--- config.mk ---
export PLATFORM = sky130hd
export DESIGN_NAME = pb_debounce_flat
export DESIGN_NICKNAME = d
export VERILOG_FILES = /design/src/rtl/pb_debounce_if.sv /design/src/rtl/pb_debounce.sv /design/src/flat_wrapper.sv
export SDC_FILE = /design/constraint.sdc
export NUM_CORES = 1
export LEC_CHECK = 0
export CAP_MARGIN = 20
export CORE_MARGIN = 3
export CORE_UTILIZATION = 39
export DETAILED_ROUTE_END_ITERATION = 7
export GPL_TIMING_DRIVEN = 0
export SLEW_MARGIN = 20
export SYNTH_ARGS = -nofsm -noshare
export SYNTH_HDL_FRONTEND = slang
export SYNTH_SLANG_ARGS = --single-unit
--- constraint.sdc ---
create_clock -name clk -period 2.85 [get_ports clk]
set_input_delay 0.855 -clock clk [delete_from_list [all_inputs] [get_ports clk]]
set_output_delay 0.855 -clock clk [all_outputs]
set_load 0.03 [all_outputs]
--- src/rtl/pb_debounce_if.sv ---
// Pushbutton debouncer signal bundle: raw active-low pad input in, clean level and event pulses out.
// The master side drives the pad input; the slave side is the debouncer.
interface pb_debounce_if;
    logic PB_raw;
    logic PB_db;
    logic pressed;
    logic long_press;

    modport master (
        output PB_raw,
        input  PB_db,
        input  pressed,
        input  long_press
    );

    modport slave (
        input  PB_raw,
        output PB_db,
        output pressed,
        output long_press
    );
endinterface

--- src/rtl/pb_debounce.sv ---
// Active-low pushbutton front end: two-flop synchroniser, four-state debounce FSM with dwell counter,
// registered clean level, one-cycle press pulse and one-shot long-press pulse.
module pb_debounce #(
    parameter int DB_CYCLES         = 500_000,
    parameter int LONG_PRESS_CYCLES = 50_000_000
) (
    input  logic          clk,
    input  logic          rst_n,
    pb_debounce_if.slave  pb
);
    localparam int DW = ($clog2(DB_CYCLES) < 1) ? 1 : $clog2(DB_CYCLES);
    localparam int HW = ($clog2(LONG_PRESS_CYCLES) < 1) ? 1 : $clog2(LONG_PRESS_CYCLES);
    localparam logic [DW-1:0] DWELL_MAX = DW'(DB_CYCLES - 1);
    localparam logic [HW-1:0] HOLD_MAX  = HW'(LONG_PRESS_CYCLES - 1);

    typedef enum logic [1:0] {HI, CHK_LO, LO, CHK_HI} state_t;

    logic [1:0]    sync_reg;
    logic          s2;
    state_t        state_reg;
    logic [DW-1:0] dwell_reg;
    logic [HW-1:0] hold_reg;
    logic          fired_reg;
    logic          db_reg;
    logic          pressed_reg;
    logic          long_reg;

    // Synchroniser chain; stage 0 samples the pad, the last stage is all the FSM ever sees.
    genvar gi;
    generate
        for (gi = 0; gi < 2; gi++) begin : g_sync
            always_ff @(posedge clk or negedge rst_n) begin
                if (!rst_n) begin
                    sync_reg[gi] <= 1'b1;
                end else if (gi == 0) begin
                    sync_reg[gi] <= pb.PB_raw;
                end else begin
                    sync_reg[gi] <= sync_reg[gi-1];
                end
            end
        end
    endgenerate

    assign s2 = sync_reg[1];

    always_ff @(posedge clk or negedge rst_n) begin
        if (!rst_n) begin
            state_reg   <= HI;
            dwell_reg   <= '0;
            hold_reg    <= '0;
            fired_reg   <= 1'b0;
            db_reg      <= 1'b1;
            pressed_reg <= 1'b0;
            long_reg    <= 1'b0;
        end else begin
            pressed_reg <= 1'b0;
            long_reg    <= 1'b0;

            // Hold time accumulates for the whole accepted press, including a pending release check.
            if ((state_reg == LO || state_reg == CHK_HI) && hold_reg != HOLD_MAX) begin
                hold_reg <= hold_reg + 1'b1;
            end
            if (hold_reg == HOLD_MAX && !fired_reg) begin
                long_reg  <= 1'b1;
                fired_reg <= 1'b1;
            end

            case (state_reg)
                HI: begin
                    if (!s2) begin
                        state_reg <= CHK_LO;
                        dwell_reg <= '0;
                    end
                end
                CHK_LO: begin
                    if (s2) begin
                        state_reg <= HI;
                    end else if (dwell_reg == DWELL_MAX) begin
                        state_reg   <= LO;
                        db_reg      <= 1'b0;
                        pressed_reg <= 1'b1;
                        hold_reg    <= '0;
                        fired_reg   <= 1'b0;
                    end else begin
                        dwell_reg <= dwell_reg + 1'b1;
                    end
                end
                LO: begin
                    if (s2) begin
                        state_reg <= CHK_HI;
                        dwell_reg <= '0;
                    end
                end
                CHK_HI: begin
                    // A bounce back low resumes the press; the hold count keeps running.
                    if (!s2) begin
                        state_reg <= LO;
                    end else if (dwell_reg == DWELL_MAX) begin
                        state_reg <= HI;
                        db_reg    <= 1'b1;
                        hold_reg  <= '0;
                    end else begin
                        dwell_reg <= dwell_reg + 1'b1;
                    end
                end
                default: begin
                    state_reg <= HI;
                end
            endcase
        end
    end

    assign pb.PB_db      = db_reg;
    assign pb.pressed    = pressed_reg;
    assign pb.long_press = long_reg;
endmodule

--- src/flat_wrapper.sv ---
// flat-port wrapper written by rule: the top's interface ports become plain ports
module pb_debounce_flat 
#(
    parameter int DB_CYCLES         = 500_000,
    parameter int LONG_PRESS_CYCLES = 50_000_000
)
  (clk, rst_n, pb_PB_raw, pb_PB_db, pb_pressed, pb_long_press);
  pb_debounce_if pb_i ();
  input  logic clk;
  input  logic rst_n;
  input wire logic [$bits(pb_i.PB_raw)-1:0] pb_PB_raw;
  output wire logic [$bits(pb_i.PB_db)-1:0] pb_PB_db;
  output wire logic [$bits(pb_i.pressed)-1:0] pb_pressed;
  output wire logic [$bits(pb_i.long_press)-1:0] pb_long_press;
  assign pb_i.PB_raw = pb_PB_raw;
  assign pb_PB_db = pb_i.PB_db;
  assign pb_pressed = pb_i.pressed;
  assign pb_long_press = pb_i.long_press;
  pb_debounce #(.DB_CYCLES(DB_CYCLES), .LONG_PRESS_CYCLES(LONG_PRESS_CYCLES)) u_core (.clk(clk), .rst_n(rst_n), .pb(pb_i));
endmodule
==> metrics <==
status finished, final reports clean; die area around 0.0087 mm^2; clock transition at the registers of the reported paths about 90 ps; CP Buf/Inv Count 1; CTS Hold Bufs 0; Routed Antenna Nets 0; Layout Utilization between 40 and 50%; post_cts resized 0; simple-gate share of the synthesized area 31.22%; Avg WL per Cell around 15 um; CP max stage delay 670 ps; top post-synthesis cells by area dfrtp_1 (42%), nand2_1 (5.3%), nor2_1 (4.3%); top cell type's share of synthesized area 42.19%; Top delay family on crit path buffers and inverters; Post-Synth Adder-Cell Area 0.8439%; crit-path cells clkdlybuf4s50_1; Worst-Skew Late Latency 310 ps; Initial Util between 40% and 50%; vias in the first global route ~2400; routability congestion estimate ~0.84; Final period util 83.82%; post-route clock skew approximately 3.9 ps; WS Path Type reg2out; post-synthesis cell count 320; most common cell in the netlist dfrtp_1; antenna violations before repair 0; Slew @ Worst Pin ~760 ps; Die W between 90 and 100 um; post-CTS setup buffer count 0; DR vias/cell 5.618; FP Rows 31; die span in y 93.20 um; number of synthesized register bits 53; combinational family with the most area after synthesis simple AND/OR/NAND/NOR gates; Mapped Area ~0.003 mm^2; Total Power about 1.3 mW; unrepaired setup endpoints after global routing false; # DRC 0; max-cap viol count 0; pin count of the biggest net entering global routing 54; ys async rst share 100.0%; crit-path max FO 3; f_max roughly 420 MHz; GRT Total Usage between 15 and 20%; layout cell share with drive strength beyond 1 roughly an eighth; Post-synth EDFFs 0; H-Tree Depth 2; Final setup viols 0; DP HPWL between 4 and 5 mm; NumNets Final about 340; IR drop worst, VDD 0.1689 mV; drt pass-1 iters 4; Commonest cells post-synth dfrtp_1 (50), nand2_1 (42), nor2_1 (34); global-route wire length before repair between 10 and 15 mm; Worst path slowest cell clkdlybuf4s50_1; Leakage roughly 1.3 nW; root buffer cell clkbuf_8; Yosys top cell by area dfrtp_1; Boundary Pins 6; compound-cell area share of the yosys netlist 12.03%; Avg Cell Area, Syn around 9 um^2; CP arrival between 1500 and 2000 ps; core area between 0.007 and 0.008 mm^2; sequential area share after synthesis between 40% and 50%; pwr/cell area ~400 mW/mm^2; post-synth net total ~330; clk buf depth 2; area added between synthesis and finish 9.198%; synth warn 0; worst hold slack ~360 ps; grt ovf 0; initial DRC count 90; Final Hold Fails 0; via count about 2400; antenna diode count 0; fin. max-slew vios 0; PortBufs 5; xor and xnor area share after synthesis roughly 5%; Min Clock Period, post-route approximately 2400 ps; Synth cell types 53; final setup TNS 0 ps; mux cell area share after synthesis under 10%; worst endpoint required time about 2000 ps; cts bufs inserted 5; Max transition margin between 40% and 50%; Min-Delay Path Class reg2reg; CTS tree built; Primary FF master, synth dfrtp_1; Largest register FFs 26; CP Capture Type output port; CTS sink count 53; drt total wl 6.376 mm; CP Launch Type flop
==> where the power goes <==
group | total (mW) | switching, mW | leakage [nW] | internal, mW
clock network | 0.471 | 0.251 | 0.0542 | 0.220
logic | 0.0536 | 0.0379 | 0.540 | 0.0157
registers | 0.770 | 0.0101 | 0.726 | 0.760
==> routing by layer <==
metal  global-route usage [%]  wire length, um
met1                    21.14             2946
met2                    26.75             3095
met3                    2.735              223
met4                    5.739              110
met5                        0                0
==> cells in the final DEF, fill, tap and decap left out, drive strengths merged, types with 5 or more instances in the layout <==
cell type	netlist	routed
nand2	43	43
or3	5	5
clkbuf	9	16
nor4	8	8
inv	6	6
nand3	23	23
xor2	14	14
o21ai	10	10
o211ai	8	8
a21oi	16	16
or4	8	8
and2	5	5
dfrtp	50	50
nand4	18	18
buf	6	7
nor3	11	11
nor2	34	34
==> final timing paths <==
check / from / end / slack (ps) / depth (start not counted)
max in group asynchronous: rst_n / u_core.dwell_reg[16] / 1840 / 1
max: u_core.pb.PB_db / pb_PB_db / 460 / 1
max reg2reg: u_core.dwell_reg[0] / u_core.hold_reg[5] / 510 / 7
min in group asynchronous: rst_n / u_core.hold_reg[17] / 570 / 1
min reg2reg: u_core.sync_reg[0] / u_core.s2 / 360 / 0
min: u_core.sync_reg[0] / u_core.s2 / 360 / 0
==> logic make-up (layout without fill, tap and decap cells) <==
kind of cell / after synthesis / after routing
xor+xnor: 17 / 17
fa+ha+maj: 2 / 2
mux: 5 / 5
simple gates: 170 / 170
compound gates: 52 / 52
buf+inv: 21 / 34
flops: 53 / 53
==> through the flow <==
step	instances	setup WS (ps)	cell area, um^2
after floorplan	320	718.2	2965
after global placement	424	-726.6	3139
after detailed placement	424	542.9	3137
after CTS	432	450.5	3238
after global routing	432	341.2	3238
final	432	461.2	3238
==> cell type report <==
cell class | instances | area, um^2
clock buffers | 7 | 96.34
repair buffers | 5 | 47.55
fillers | 711 | 4093
plain buffers | 15 | 100.1
multi-input cells | 246 | 1513
well taps | 99 | 123.9
inverters | 6 | 22.52
clock inverters | 1 | 5.005
flip-flops and latches | 53 | 1330
Power figures use the tool's default switching activity.
